<file path="config.mk">
export PLATFORM = sky130hd
export DESIGN_NAME = smiley_collision_detector
export DESIGN_NICKNAME = d
export VERILOG_FILES = /design/src/rtl/bumpy_pkg.sv /design/src/rtl/edge_classifier.sv /design/src/rtl/smiley_collision_detector.sv
export SDC_FILE = /design/constraint.sdc
export NUM_CORES = 1
export LEC_CHECK = 0
export CAP_MARGIN = 20
export CORE_MARGIN = 1.5
export CORE_UTILIZATION = 40
export DETAILED_ROUTE_END_ITERATION = 7
export PLACE_DENSITY = 0.72
export SYNTH_ARGS = -nofsm -noshare
export SYNTH_HDL_FRONTEND = slang
export SYNTH_SLANG_ARGS = --single-unit
</file>
<file path="constraint.sdc">
create_clock -name clk -period 2.2 [get_ports clk]
set_clock_uncertainty 0.2 [all_clocks]
set_input_delay 0.44 -clock clk [delete_from_list [all_inputs] [get_ports clk]]
set_output_delay 0.44 -clock clk [all_outputs]
set_load 0.01 [all_outputs]
</file>
<file path="src/rtl/bumpy_pkg.sv">
// Shared definitions for the smiley/brick game blocks: edge bit indices,
// the hit-edge code type and the collision FSM state encoding.
package bumpy_pkg;

  localparam int EDGE_BOTTOM = 0;
  localparam int EDGE_RIGHT  = 1;
  localparam int EDGE_TOP    = 2;
  localparam int EDGE_LEFT   = 3;

  typedef logic [3:0] hit_edge_t;

  typedef enum logic {
    ST_SCAN   = 1'b0,
    ST_REPORT = 1'b1
  } fsm_state_e;

endpackage

</file>
<file path="src/rtl/edge_classifier.sv">
// Combinational edge classification of a sprite-relative pixel offset.
// Offsets outside the sprite box produce an empty code.
module edge_classifier
  import bumpy_pkg::*;
#(
  parameter int OBJECT_WIDTH  = 32,
  parameter int OBJECT_HEIGHT = 32,
  parameter int EDGE_DEPTH    = 4
) (
  input  logic signed [11:0] offX,
  input  logic signed [11:0] offY,
  output hit_edge_t          code
);

  localparam logic signed [11:0] WIDTH_S  = 12'(OBJECT_WIDTH);
  localparam logic signed [11:0] HEIGHT_S = 12'(OBJECT_HEIGHT);
  localparam logic signed [11:0] DEPTH_S  = 12'(EDGE_DEPTH);
  localparam logic signed [11:0] RIGHT_S  = 12'(OBJECT_WIDTH - EDGE_DEPTH);
  localparam logic signed [11:0] BOTTOM_S = 12'(OBJECT_HEIGHT - EDGE_DEPTH);

  logic in_box_s;

  // Edge bands are independent, so corners set two bits at once.
  always_comb begin
    code     = 4'b0000;
    in_box_s = (offX >= 12'sd0) && (offX < WIDTH_S) &&
               (offY >= 12'sd0) && (offY < HEIGHT_S);
    if (in_box_s) begin
      code[EDGE_TOP]    = (offY < DEPTH_S);
      code[EDGE_BOTTOM] = (offY >= BOTTOM_S);
      code[EDGE_LEFT]   = (offX < DEPTH_S);
      code[EDGE_RIGHT]  = (offX >= RIGHT_S);
    end else begin
      code = 4'b0000;
    end
  end

endmodule

</file>
<file path="src/rtl/smiley_collision_detector.sv">
// Smiley/brick collision detector: accumulates per-frame edge hits from a
// two-register pixel pipeline and reports them in the cycle after startOfFrame.
module smiley_collision_detector
  import bumpy_pkg::*;
#(
  parameter int OBJECT_WIDTH  = 32,
  parameter int OBJECT_HEIGHT = 32,
  parameter int EDGE_DEPTH    = 4
) (
  input  logic               clk,
  input  logic               resetN,
  input  logic               startOfFrame,
  input  logic [10:0]        pixelX,
  input  logic [10:0]        pixelY,
  input  logic               smileyDrawingRequest,
  input  logic               brickDrawingRequest,
  input  logic signed [10:0] topLeftX,
  input  logic signed [10:0] topLeftY,
  output logic               collision,
  output logic [3:0]         HitEdgeCode,
  output logic [7:0]         hitCount
);

  logic               overlap_q;
  logic signed [11:0] off_x_q, off_y_q;
  logic signed [11:0] off_x_d, off_y_d;
  hit_edge_t          code_s, contrib_s;
  hit_edge_t          acc_q, edge_code_q;
  logic               hit_seen_q, sof_pend_q, collision_q, sof_s;
  logic [7:0]         hit_count_q;
  fsm_state_e         state_q;

  assign off_x_d = $signed({1'b0, pixelX}) - $signed({topLeftX[10], topLeftX});
  assign off_y_d = $signed({1'b0, pixelY}) - $signed({topLeftY[10], topLeftY});

  // Stage 1: overlap flag and sprite-relative offsets.
  always_ff @(posedge clk or negedge resetN) begin
    if (!resetN) begin
      overlap_q <= 1'b0;
      off_x_q   <= 12'sd0;
      off_y_q   <= 12'sd0;
    end else begin
      overlap_q <= smileyDrawingRequest & brickDrawingRequest;
      off_x_q   <= off_x_d;
      off_y_q   <= off_y_d;
    end
  end

  edge_classifier #(
    .OBJECT_WIDTH  (OBJECT_WIDTH),
    .OBJECT_HEIGHT (OBJECT_HEIGHT),
    .EDGE_DEPTH    (EDGE_DEPTH)
  ) u_classifier (
    .offX (off_x_q),
    .offY (off_y_q),
    .code (code_s)
  );

  assign contrib_s = overlap_q ? code_s : 4'b0000;
  // A frame start seen during REPORT is replayed on the following SCAN cycle.
  assign sof_s     = startOfFrame | sof_pend_q;

  // Frame FSM; the report is taken at the frame-start edge so the pixel
  // arriving in the same edge already belongs to the new frame.
  always_ff @(posedge clk or negedge resetN) begin
    if (!resetN) begin
      state_q     <= ST_SCAN;
      acc_q       <= 4'b0000;
      hit_seen_q  <= 1'b0;
      sof_pend_q  <= 1'b0;
      collision_q <= 1'b0;
      edge_code_q <= 4'b0000;
      hit_count_q <= 8'd0;
    end else begin
      case (state_q)
        ST_SCAN: begin
          sof_pend_q <= 1'b0;
          if (sof_s && hit_seen_q) begin
            state_q     <= ST_REPORT;
            collision_q <= 1'b1;
            edge_code_q <= acc_q;
            acc_q       <= contrib_s;
            hit_seen_q  <= overlap_q;
            if (hit_count_q != 8'hFF) begin
              hit_count_q <= hit_count_q + 8'd1;
            end
          end else begin
            collision_q <= 1'b0;
            if (sof_s) begin
              edge_code_q <= 4'b0000;
            end
            acc_q      <= acc_q | contrib_s;
            hit_seen_q <= hit_seen_q | overlap_q;
          end
        end
        ST_REPORT: begin
          state_q     <= ST_SCAN;
          collision_q <= 1'b0;
          sof_pend_q  <= startOfFrame;
          acc_q       <= acc_q | contrib_s;
          hit_seen_q  <= hit_seen_q | overlap_q;
        end
        default: begin
          state_q     <= ST_SCAN;
          collision_q <= 1'b0;
          sof_pend_q  <= 1'b0;
          acc_q       <= 4'b0000;
          hit_seen_q  <= 1'b0;
        end
      endcase
    end
  end

  assign collision   = collision_q;
  assign HitEdgeCode = edge_code_q;
  assign hitCount    = hit_count_q;

endmodule

</file>
==> impl_summary.log <==
[metrics] status: finished, final reports clean
[metrics] highest attainable clock frequency: roughly 470 MHz
[metrics] actual transition at the worst max-transition pin: 0.463 ns
[metrics] critical path class: in2reg
[metrics] worst vdd ir: about 0.5 mV
[metrics] total via count in the routed design: just over 2k
[metrics] worst max-slew margin expressed relative to the limit: a little under 70%
[metrics] Via density: between 4 and 5
[metrics] area of all sequential standard cells: 0.00100 mm²
[metrics] total of endpoints with negative setup slack in the final report: 0
[metrics] clock root buffer master: clkbuf_8
[metrics] Die X: 81.5 µm
[metrics] first-pass GRT wire length: ~8000 µm
[metrics] largest incremental delay on the critical path: between 0.5 and 0.6 ns
[metrics] Clock H-tree levels: 2
[metrics] MaxCap Viol Count: 0
[metrics] total track usage: between 15 and 20%
[metrics] clock network latency to the later pin of the worst-skew pair: 0.29 ns
[metrics] post-placement cell count: 420
[metrics] number of pins exceeding their max-slew limit in the final report: 0
[metrics] Filler Cell Count: 526
[metrics] wire length reported by the detailed router: around 4600 µm
[metrics] signal arrival time at the worst endpoint: 2.10 ns
[metrics] post-placement cell area: about 0.0034 mm²
[metrics] post-detailed-route DRC marker count: 0
[metrics] cell count after synthesis: approximately 250
[metrics] total die area: 0.00665 mm²
[metrics] maximum number of buffers from clock root to sink: 2
[metrics] half-perimeter wire length after placement: roughly 3600 µm
[metrics] initial standard-cell utilization of the core: roughly two fifths
[metrics] post-route clock period utilization: between 90% and 100%
[metrics] Hold Violations, Final: 0
[metrics] number of library cell types mapped by synthesis: 45
[metrics] warning count from the yosys run: 0
[metrics] Syn-to-layout area delta: 47.3%
[metrics] Post-Route Setup TNS: 0 ns
[metrics] Leakage: about 1.7 nW
[metrics] Syn Std Cell Area: 0.00247 mm²
[metrics] remaining antenna violation count: 0
[metrics] maximum fanout along the worst path: 3
[metrics] FP Rows: 28
[metrics] input/output buffers: between 60 and 70
[metrics] crit path capture type: flip-flop
[metrics] largest net degree at the start of global routing: 41
[metrics] fin crit period: approximately 2.1 ns
[metrics] number of buffers created by CTS: 5
[metrics] number of sinks on the clock net: 40
[metrics] DRC marker count from the first detailed-route iteration: 43
[metrics] placer congestion estimate: roughly 0.81
[metrics] multi-input gate area in the final layout: around 0.0015 mm²
[metrics] average cell area after synthesis: 9.79 µm²
[metrics] number of global-route vias before repair: 2005
[metrics] total core area: 0.00596 mm²
[metrics] final instance area: 0.00363 mm²
[metrics] antenna violations before repair: 0
[metrics] number of top-level design ports: 62
[metrics] category of the worst setup path launch point: input pin
[metrics] chain of cells forming the critical path: clkdlybuf4s50_1 -> fa_2 -> nor2b_2 -> o31a_1 -> buf_6 -> o21ai_2 -> nand3_1 -> xor2_1
[metrics] Seq/Total Area, Yosys: ~40%
[metrics] hold crit path type: reg2reg
[metrics] required time reported for the critical path endpoint: about 2.2 ns
[metrics] number of nets in the final layout: 430
[metrics] TritonRoute pass-1 iters: 7
[metrics] worst slack, placed: -0.528 ns
[metrics] setup slack of the critical path after layout: 0.0783 ns
[metrics] number of antenna cells inserted: 0
[metrics] cell at the slowest stage of the critical path: clkdlybuf4s50_1
[metrics] average wire per cell in the routed design: 10.6 µm
[metrics] proportion of layout cells with a drive suffix above 1: approximately a fifth
[metrics] final cell count without fillers: approximately 430
[metrics] vertical die dimension: a little over 80 µm
[metrics] power density over cell area: between 500 and 600 mW/mm²
[metrics] Worst-path clk slew: around 0.070 ns
[metrics] post-synthesis net count: about 330
[metrics] Total Power: approximately 0.0022 W
[metrics] overflow left after global routing: 0
[metrics] TritonCTS clock tree: built
[metrics] number of register bits inferred by synthesis: 40
cell usage in the layout (no fill, tap or decap), types with 3 or more instances in the layout:
cell type,count
clkdlybuf4s50_1,53
and2_1,3
nor2_1,14
nor2b_1,3
ha_1,18
o21ai_1,3
clkbuf_8,5
a21oi_2,5
a21oi_1,14
xnor2_1,14
nand3_1,4
inv_1,28
buf_4,35
a22o_1,7
dlygate4sd2_1,5
nand2_1,20
dfrtp_1,40
a21o_1,4
nor3_1,5
o21ai_0,5
ha_4,3
nand2b_1,6
nor4_1,3
xor2_1,8
o211ai_1,3
area by class of cell:
type | instances | area share, %
Clock buffer | 5 | 1.89
Clock inverter | 2 | 0.344
Inverter | 29 | 3.00
Multi-Input combinational cell | 182 | 40.2
Sequential cell | 40 | 27.5
Tap cell | 75 | 2.58
Timing Repair Buffer | 98 | 24.4
power breakdown:
part	internal (W)	total, W	switching (W)
Sequential	0.000865	0.000962	0.0000967
Clock	0.000214	0.000447	0.000233
Combinational	0.000430	0.000743	0.000312
Total	0.00151	0.00215	0.000642
metal layers:
layer / up-vias / wire length, µm / part of all wire (%) / GRT usage (%)
met1: 932 / 2080 / 45 / 19.2
met5: - / 0 / 0 / 0
met4: 0 / 55 / 1.2 / 5.17
met3: 7 / 196 / 4.3 / 3.33
li1: 1084 / - / - / -
met2: 44 / 2240 / 49 / 26.6
path summary, 6_finish.rpt:
check	from	end	slack (ns)	cells past startpoint
max reg2reg	hitCount[0]	hitCount[1]	0.18	5
min	overlap_q	hit_seen_q	0.26	2
max in group asynchronous	resetN	sof_pend_q	0.96	3
min reg2reg	overlap_q	hit_seen_q	0.26	2
min in group asynchronous	resetN	off_x_q[11]	0.52	3
max	topLeftX[1]	off_x_q[10]	0.08	8
worst max-delay path: cells and delay by family:
family | cells | cell delay, ns
AND/OR/NAND/NOR | 2 | 0.15
AO/OA/AOI/OAI | 2 | 0.45
adder cells (fa/ha/maj) | 1 | 0.24
buffers and inverters | 2 | 0.64
XOR/XNOR | 1 | 0.17
state kept, by name (all words and copies together), names as in the netlist:
signal	cells
off_y_q	10
hit_seen_q	1
HitEdgeCode	4
sof_pend_q	1
hitCount	8
state_q	1
off_x_q	10
overlap_q	1
acc_q	4
stage by stage:
stage | hold WS [ns] | utilization [%]
floorplan | -0.0556 | -
detailed placement | 0.252 | 57.3
global route | 0.289 | 61.0
global placement | 0.245 | 57.3
finish | 0.262 | 61.0
CTS | 0.270 | 59.7
cells in the mapped netlist, drive strengths merged:
master | count | share of area [%]
a2111o | 1 | 0.46
a2111oi | 2 | 0.76
a211oi | 2 | 0.61
a21o | 4 | 1.2
a21oi | 19 | 4.0
a22o | 7 | 2.5
a311oi | 1 | 1.1
a31o | 1 | 0.36
a31oi | 1 | 0.25
and2 | 3 | 0.76
and3 | 2 | 0.71
clkbuf | 1 | 0.15
dfrtp | 40 | 41
fa | 2 | 1.6
ha | 23 | 12
inv | 29 | 4.4
mux2 | 1 | 0.46
mux2i | 1 | 0.41
nand2 | 20 | 3.0
nand2b | 7 | 1.8
nand3 | 5 | 1.0
nand3b | 1 | 0.30
nand4 | 3 | 1.0
nor2 | 15 | 2.3
nor2b | 4 | 1.0
nor3 | 5 | 1.0
nor3b | 1 | 0.30
nor4 | 4 | 1.3
o2111ai | 2 | 0.71
o211ai | 3 | 0.91
o21a | 2 | 0.61
o21ai | 10 | 2.0
o21bai | 3 | 1.4
o311ai | 1 | 0.36
o31a | 1 | 0.36
or2 | 2 | 0.51
xnor2 | 15 | 5.3
xor2 | 8 | 2.8
kinds of logic (layout without fill, tap and decap cells):
group                      Yosys count  in the layout  share of synthesized area [%]
xor gates and xnor gates            23             23                           8.16
and+or+nand+nor                     72             72                           15.0
adders and majority gates           25             25                           13.3
DFF                                 40             40                           40.6
buffers and inverters               30            134                           4.56
muxes                                2              2                          0.862
AOI/OAI and AO/OA                   60             60                           17.5
repair_timing:
item | CTS | global route
hold endpoints to repair | 24 | 0
pin swaps | 14 | 9
setup endpoints to repair | 7 | 13
resized for setup | 20 | 15
hold buffers | 1 | 0
buffers inserted | 0 | 3
Power figures use the tool's default switching activity.
